`src/rtl/nexys_starship_repair_bank_pkg.sv`:
```
// Shared state encodings and helpers for the starship repair bank.
package nexys_starship_repair_bank_pkg;

  typedef enum logic [1:0] {
    GInit   = 2'b01,
    GActive = 2'b10
  } glb_state_e;

  typedef enum logic [2:0] {
    SlCooldown = 3'b001,
    SlArmed    = 3'b010,
    SlBroken   = 3'b100
  } slot_state_e;

  function automatic int unsigned popcount8(input logic [7:0] v);
    int unsigned n;
    n = 0;
    for (int i = 0; i < 8; i++) begin
      n = n + 32'(v[i]);
    end
    return n;
  endfunction

endpackage

```
`src/rtl/nexys_starship_repair_slot.sv`:
```
// One repairable part: cooldown/armed/broken FSM, tick counter and latched combo.
// With NEXYS_STARSHIP_REPAIR_TIMEOUT_EN the tick counter also times the BROKEN state.
module nexys_starship_repair_slot
  import nexys_starship_repair_bank_pkg::*;
#(
  parameter int unsigned ComboW        = 4,
  parameter int unsigned DelayW        = 8,
  parameter int unsigned BreakDelay    = 1,
`ifdef NEXYS_STARSHIP_REPAIR_TIMEOUT_EN
  parameter int unsigned RepairTimeout = 16,
`endif
  parameter int unsigned SlotIdx       = 0
) (
  input  logic              clk_i,
  input  logic              rst_ni,
  input  logic              clear_i,
  input  logic              tick_i,
  input  logic              grant_i,
  input  logic [ComboW-1:0] random_hex_i,
  input  logic [ComboW-1:0] hex_combo_i,
  input  logic              submit_i,
  output logic              armed_o,
  output logic              broken_o,
  output logic [ComboW-1:0] combo_o,
`ifdef NEXYS_STARSHIP_REPAIR_TIMEOUT_EN
  output logic              timeout_o,
`endif
  output logic              repair_evt_o,
  output logic              wrong_evt_o
);

  localparam logic [ComboW-1:0] IdxMask  = ComboW'(SlotIdx);
  localparam logic [DelayW-1:0] BreakCnt = DelayW'(BreakDelay);
`ifdef NEXYS_STARSHIP_REPAIR_TIMEOUT_EN
  localparam logic [DelayW-1:0] TimeoutCnt = DelayW'(RepairTimeout);
`endif

  slot_state_e       state_q, state_d;
  logic [DelayW-1:0] cnt_q, cnt_d;
  logic [ComboW-1:0] combo_q, combo_d;

  always_comb begin
    state_d      = state_q;
    cnt_d        = cnt_q;
    combo_d      = combo_q;
    repair_evt_o = 1'b0;
    wrong_evt_o  = 1'b0;
    if (clear_i) begin
      state_d = SlCooldown;
      cnt_d   = '0;
      combo_d = '0;
    end else begin
      unique case (state_q)
        SlCooldown: begin
          // Compared every cycle so BreakDelay == 0 arms without waiting for a tick.
          if (cnt_q == BreakCnt) begin
            state_d = SlArmed;
            cnt_d   = '0;
          end else if (tick_i) begin
            cnt_d = cnt_q + 1'b1;
          end
        end
        SlArmed: begin
          if (grant_i) begin
            state_d = SlBroken;
            combo_d = random_hex_i ^ IdxMask;
          end
        end
        SlBroken: begin
          if (submit_i) begin
            if (hex_combo_i == combo_q) begin
              state_d      = SlCooldown;
              cnt_d        = '0;
              repair_evt_o = 1'b1;
            end else begin
              wrong_evt_o = 1'b1;
            end
          end
`ifdef NEXYS_STARSHIP_REPAIR_TIMEOUT_EN
          if (state_d == SlBroken && tick_i && cnt_q != TimeoutCnt) begin
            cnt_d = cnt_q + 1'b1;
          end
`endif
        end
        default: begin
          state_d = SlCooldown;
          cnt_d   = '0;
        end
      endcase
    end
  end

  always_ff @(posedge clk_i or negedge rst_ni) begin
    if (!rst_ni) begin
      state_q <= SlCooldown;
      cnt_q   <= '0;
      combo_q <= '0;
    end else begin
      state_q <= state_d;
      cnt_q   <= cnt_d;
      combo_q <= combo_d;
    end
  end

  assign armed_o  = (state_q == SlArmed);
  assign broken_o = (state_q == SlBroken);
  assign combo_o  = combo_q;
`ifdef NEXYS_STARSHIP_REPAIR_TIMEOUT_EN
  assign timeout_o = (state_q == SlBroken) && (cnt_q == TimeoutCnt);
`endif

endmodule

```
`src/rtl/nexys_starship_repair_bank.sv`:
```
// Repair controller for NUM_PARTS starship parts: global FSM, break grants, repair counter.
// Optional per-part repair timeout is enabled by NEXYS_STARSHIP_REPAIR_TIMEOUT_EN.
module nexys_starship_repair_bank
  import nexys_starship_repair_bank_pkg::*;
#(
  parameter int unsigned NUM_PARTS      = 4,
  parameter int unsigned COMBO_W        = 4,
  parameter int unsigned DELAY_W        = 8,
  parameter int unsigned BREAK_DELAY    = 1,
  parameter int unsigned MAX_BROKEN     = 2,
  parameter int unsigned REPAIR_TIMEOUT = 16
) (
  input  logic                         clk_i,
  input  logic                         rst_ni,
  input  logic                         timer_tick_i,
  input  logic                         play_flag_i,
  input  logic                         gameover_ctrl_i,
  input  logic [NUM_PARTS-1:0]         break_random_i,
  input  logic [COMBO_W-1:0]           random_hex_i,
  input  logic [COMBO_W-1:0]           hex_combo_i,
  input  logic [NUM_PARTS-1:0]         submit_i,
  output logic                         q_init_o,
  output logic                         q_active_o,
  output logic [NUM_PARTS-1:0]         broken_o,
  output logic [NUM_PARTS*COMBO_W-1:0] combo_o,
  output logic [NUM_PARTS-1:0]         repair_done_o,
  output logic [NUM_PARTS-1:0]         wrong_guess_o,
  output logic [7:0]                   repair_count_o,
  output logic                         gameover_req_o
);

  if (NUM_PARTS < 1 || NUM_PARTS > 8 || MAX_BROKEN < 1 || MAX_BROKEN > NUM_PARTS ||
      BREAK_DELAY >= 2 ** DELAY_W || REPAIR_TIMEOUT >= 2 ** DELAY_W) begin : g_bad_params
    $error("nexys_starship_repair_bank: parameter out of range");
  end

  glb_state_e           state_q, state_d;
  logic                 active, clear;
  logic [NUM_PARTS-1:0] armed, grant, repair_evt, wrong_evt;
  logic [NUM_PARTS-1:0] repair_done_q, wrong_guess_q;
  logic [7:0]           repair_count_q, repair_count_d;
  int unsigned          used_cnt, count_sum;

  assign active = (state_q == GActive);
  // gameover wins over every same-cycle slot event, so it clears just like INIT.
  assign clear  = !active || gameover_ctrl_i;

  always_comb begin
    state_d = state_q;
    unique case (state_q)
      GInit:   if (play_flag_i && !gameover_ctrl_i) state_d = GActive;
      GActive: if (gameover_ctrl_i) state_d = GInit;
      default: state_d = GInit;
    endcase
  end

  // Lowest index first; repairs this cycle do not free a slot until the next cycle.
  always_comb begin
    grant    = '0;
    used_cnt = popcount8(8'(broken_o));
    for (int i = 0; i < NUM_PARTS; i++) begin
      if (armed[i] && break_random_i[i] && used_cnt < MAX_BROKEN) begin
        grant[i] = 1'b1;
        used_cnt = used_cnt + 1;
      end
    end
  end

  always_comb begin
    count_sum      = 32'(repair_count_q) + popcount8(8'(repair_evt));
    repair_count_d = (count_sum > 255) ? 8'hff : 8'(count_sum);
    if (clear) repair_count_d = '0;
  end

`ifdef NEXYS_STARSHIP_REPAIR_TIMEOUT_EN
  logic [NUM_PARTS-1:0] timeout;
`endif

  for (genvar i = 0; i < NUM_PARTS; i++) begin : g_slot
    nexys_starship_repair_slot #(
      .ComboW       (COMBO_W),
      .DelayW       (DELAY_W),
      .BreakDelay   (BREAK_DELAY),
`ifdef NEXYS_STARSHIP_REPAIR_TIMEOUT_EN
      .RepairTimeout(REPAIR_TIMEOUT),
`endif
      .SlotIdx      (i)
    ) u_slot (
      .clk_i       (clk_i),
      .rst_ni      (rst_ni),
      .clear_i     (clear),
      .tick_i      (timer_tick_i),
      .grant_i     (grant[i]),
      .random_hex_i(random_hex_i),
      .hex_combo_i (hex_combo_i),
      .submit_i    (submit_i[i]),
      .armed_o     (armed[i]),
      .broken_o    (broken_o[i]),
      .combo_o     (combo_o[i*COMBO_W +: COMBO_W]),
`ifdef NEXYS_STARSHIP_REPAIR_TIMEOUT_EN
      .timeout_o   (timeout[i]),
`endif
      .repair_evt_o(repair_evt[i]),
      .wrong_evt_o (wrong_evt[i])
    );
  end

  always_ff @(posedge clk_i or negedge rst_ni) begin
    if (!rst_ni) begin
      state_q        <= GInit;
      repair_done_q  <= '0;
      wrong_guess_q  <= '0;
      repair_count_q <= '0;
    end else begin
      state_q        <= state_d;
      repair_done_q  <= repair_evt;
      wrong_guess_q  <= wrong_evt;
      repair_count_q <= repair_count_d;
    end
  end

`ifdef NEXYS_STARSHIP_REPAIR_TIMEOUT_EN
  logic gameover_req_q, gameover_req_d;
  assign gameover_req_d = clear ? 1'b0 : (gameover_req_q | (|timeout));

  always_ff @(posedge clk_i or negedge rst_ni) begin
    if (!rst_ni) gameover_req_q <= 1'b0;
    else         gameover_req_q <= gameover_req_d;
  end

  assign gameover_req_o = gameover_req_q;
`else
  assign gameover_req_o = 1'b0;
`endif

  assign q_init_o       = (state_q == GInit);
  assign q_active_o     = active;
  assign repair_done_o  = repair_done_q;
  assign wrong_guess_o  = wrong_guess_q;
  assign repair_count_o = repair_count_q;

endmodule
```
`config.mk`:
```
export PLATFORM = sky130hd
export DESIGN_NAME = nexys_starship_repair_bank
export DESIGN_NICKNAME = d
export VERILOG_FILES = /design/src/rtl/nexys_starship_repair_bank_pkg.sv /design/src/rtl/nexys_starship_repair_slot.sv /design/src/rtl/nexys_starship_repair_bank.sv
export SDC_FILE = /design/constraint.sdc
export NUM_CORES = 1
export LEC_CHECK = 0
export CORE_ASPECT_RATIO = 1.5
export CORE_MARGIN = 2
export CORE_UTILIZATION = 55
export DETAILED_ROUTE_END_ITERATION = 7
export PLACE_DENSITY = 0.77
export SETUP_SLACK_MARGIN = 0.15
export SLEW_MARGIN = 20
export SYNTH_ARGS = -nofsm -noshare
export SYNTH_HDL_FRONTEND = slang
export SYNTH_SLANG_ARGS = --single-unit
```
`constraint.sdc`:
```
create_clock -name clk_i -period 6.3 [get_ports clk_i]
set_clock_uncertainty 0.05 [all_clocks]
set_input_delay 0.63 -clock clk_i [delete_from_list [all_inputs] [get_ports clk_i]]
set_output_delay 0.63 -clock clk_i [all_outputs]
set_load 0.05 [all_outputs]
```
==> results.cfg <==
[cells_and_area]
nFillCells = 624
nets = 567
finalNonFillerCells = 637
diodes = 0
multiInputGateArea_sq_um = 2470
seq_area_sq_um = 1960
drive_gt1_share_pct = 8.83
syn_to_final_growth_pct = 21.0

[pwr]
p_comb_share_pct = 5.1
powerDensity_nw_per_um2 = 195
leakage_nw = 2.34
p_sw_share_pct = 21.3
intPower_mw = 0.851
irDropWorstVdd_uv = 158
p_seq_share_pct = 46.8
p_clk_share_pct = 48.0
p_total_mw = 1.08
p_switching_mw = 0.230

[grt]
overflow = 0
grt_util_all_layers_pct = 26.3
antenna_found_initial = 0
grt_max_degree = 79
grt_pass1_vias = 3873
grt_pass1_wl_mm = 18.6

[sta]
finalSetupViolations = 0
fmax_mhz = 187
setup_ws_ps = 941
hold_viol = 0
period_needed_ps = 5360
fin_tns_setup_ps = 0
rsz0062_at_grt = false
worstMarginPinSlew_ps = 971
slew_viol_final = 0
post-route-period-util_pct = 85.1
slew-limit-headroom_pct = 34.5

[setup_path]
crit_path_start = g_slot[0].u_slot.state_q[2]$_DFFE_PN0P_
critPathKind = reg -> reg
critical_path.slowest_cell = xnor2_1
crit_buf_inv = 1
crit_top_cell = ha_1
start_kind = flop
cp.depth = 18
crit_required_ps = 6450
cpPeakStageDelay_ps = 470
r2r_slack_ps = 940
rr_worst_depth = 18
worstSetupEndpointType = flop
r2r-end = g_slot[3].u_slot.combo_o[3]$_DFFE_PN0P_
r2r-start = g_slot[0].u_slot.state_q[2]$_DFFE_PN0P_
path_cells = nor2b_1, nor2b_1, xor2_1, ha_1, ha_1, inv_1, ha_1, nand4b_1, xnor2_1, ha_1, a211o_1, ha_1, o21a_1, a2111oi_4, o31ai_2, a221o_1, o21ai_1, a21oi_1
cp_max_fo = 11
crit_family = compound AO/OA/AOI/OAI gates
critPathCapture = g_slot[3].u_slot.combo_o[3]$_DFFE_PN0P_
cp.arrival_ps = 5510

[clocking]
cts_made_buffers = 9
clk_pin_slew_ps = 60
htreeDepth = 3
cts_setup_buffers = 0
insertion_delay_ps = 330
cts_resized = 0
tritoncts = built
clockBufferDepth = 2
cts_hold_buf = 0
cts.sinks = 78
root_buffer = clkbuf_16

[synthesis]
yosys.area.top_type = dfrtp_1
netlist_area_sq_um = 4580
yosys_warnings = 0
synth.most_common_cell = dfrtp_1
ys_seq_area_share_pct = 42.7
synth_fp_nets = 509
synthSimpleGateAreaFrac_pct = 23.3
synth_top_area_share_pct = 39.9
synth_edf_count = 0
synthTopCellsByCount = dfrtp_1, nor2_1, nand2_1
synth_compound_area_share_pct = 15.6
synth_top_family_by_area = simple AND/OR/NAND/NOR gates
synth_cell_types = 74
synth.area.top_cells = dfrtp_1, ha_1, xor2_1
synth-seq-cells = 78
synth_cells = 469
async_reset_ff_share_pct = 100
syn_area_per_cell_sq_um = 9.77
synthMuxAreaShare_pct = 2.40
synthAdderAreaFrac_pct = 5.68
ys.flop_type = dfrtp_1
synth_xor_area_share_pct = 6.88

[detailed_routing]
dr_total_vias = 3732
drc = 0
drt_first_pass_iters = 4
via_per_inst = 5.86
wire_per_inst_um = 17.1
postRouteAntennaNets = 0
initialDrtViolationCount = 180
totalWireLength_mm = 10.9

[placement]
place_inst = 621
gp_congestion = 0.900
dpl.hpwl_mm = 8.06
numPortBuffers = 58
place_ws_ps = 967

[floorplan]
rows = 40
fp.dieH_um = 116
start_util_pct = 56.9
num_io_pins = 60
dieArea_sq_um = 9090
core_area_sq_um = 8060
fp.dieW_um = 78.5

[job]
max-cap-violations = 0

[outcome]
outcome = finished, final reports clean

[min_path]
min_path_type = in -> async
==> final cells by class <==
| class | count | share of cell area [%] |
|---|---|---|
| clock buffer | 12 | 4.62 |
| clock inverter | 4 | 0.812 |
| inverter | 19 | 1.29 |
| multi-input combinational | 357 | 44.6 |
| sequential | 78 | 35.3 |
| tap | 105 | 2.37 |
| timing repair buffer | 62 | 11.0 |
==> worst reg2reg max path, delay by kind of cell, from the launching register on <==
kind                       cells  cell delay (ps)
AOI/OAI and AO/OA              7             1690
xor gates and xnor gates       2              660
adders and majority gates      5             1280
buffers and inverters          1               70
DFF                            1              460
and+or+nand+nor                3             1020
==> state kept, by name, indices dropped and copies added, names as in the netlist <==
name / cells
repair_count_o: 8
repair_done_o: 4
g_slot.u_slot.state_q: 12
state_q: 2
wrong_guess_o: 4
g_slot.u_slot.combo_o: 16
g_slot.u_slot.cnt_q: 32
==> how the worst min path moves through the flow <==
| stage | end | start |
|---|---|---|
| finish | repair_count_o[6]$_DFF_PN0_ | rst_ni |
| global route | repair_count_o[5]$_DFF_PN0_ | rst_ni |
| CTS | repair_count_o[6]$_DFF_PN0_ | rst_ni |
| detailed placement | g_slot[0].u_slot.cnt_q[4]$_DFFE_PN0P_ | g_slot[0].u_slot.cnt_q[4]$_DFFE_PN0P_ |
| global placement | g_slot[0].u_slot.cnt_q[4]$_DFFE_PN0P_ | g_slot[0].u_slot.cnt_q[4]$_DFFE_PN0P_ |
| floorplan | g_slot[0].u_slot.cnt_q[0]$_DFFE_PN0P_ | rst_ni |
==> power by group through the flow <==
stage	clock network [mW]	registers, mW	logic [mW]
2_1_floorplan	0	0.514	0.0222
3_3_place_gp	0	0.515	0.0548
3_5_place_dp	0	0.515	0.0555
4_1_cts	0.529	0.506	0.0559
5_1_grt	0.548	0.506	0.0612
6_report	0.519	0.506	0.0555
==> kinds of logic after synthesis <==
family,after synthesis
other,1
AO/OA/AOI/OAI,102
XOR/XNOR,36
buffers and inverters,34
multiplexers,11
adder cells (fa/ha/maj),19
AND/OR/NAND/NOR,188
flip-flops,78
==> per-stage QoR <==
| step | hold WS, ps | instance area [sq um] | util [%] |
|---|---|---|---|
| floorplan | 284 | 4580 | - |
| global placement | 430 | 5240 | 65.0 |
| detailed placement | 455 | 5240 | 65.0 |
| CTS | 438 | 5540 | 68.8 |
| global route | 337 | 5550 | 68.8 |
| finish | 278 | 5550 | 68.8 |
==> cells in the final DEF, fill, tap and decap left out, types with 3 or more instances in the layout <==
cell and instances:
a211oi_1 3, a21o_1 3, a21oi_1 24, a21oi_2 3
and2_1 3, and3_1 6, and4_1 3, buf_4 4
clkbuf_16 9, clkdlybuf4s50_1 57, clkinv_2 3, dfrtp_1 73
dfstp_2 5, fa_1 3, ha_1 16, inv_1 19
mux2i_1 11, nand2_1 35, nand2b_1 7, nand3_1 20
nand3b_1 3, nand4_1 5, nor2_1 44, nor2b_1 10
nor3_1 13, nor3b_1 8, nor4_1 7, o21ai_0 28
o21ai_1 6, o31ai_1 7, xnor2_1 14, xor2_1 22
==> metal layers <==
layer  up-vias  wire (um)  global-route usage (%)
met2        73       5840                    46.7
met3        23        354                    4.83
li1       1791          -                       -
met5         -          0                       0
met4         0        291                    12.4
met1      1845       4410                    30.7
Power figures use the tool's default switching activity.
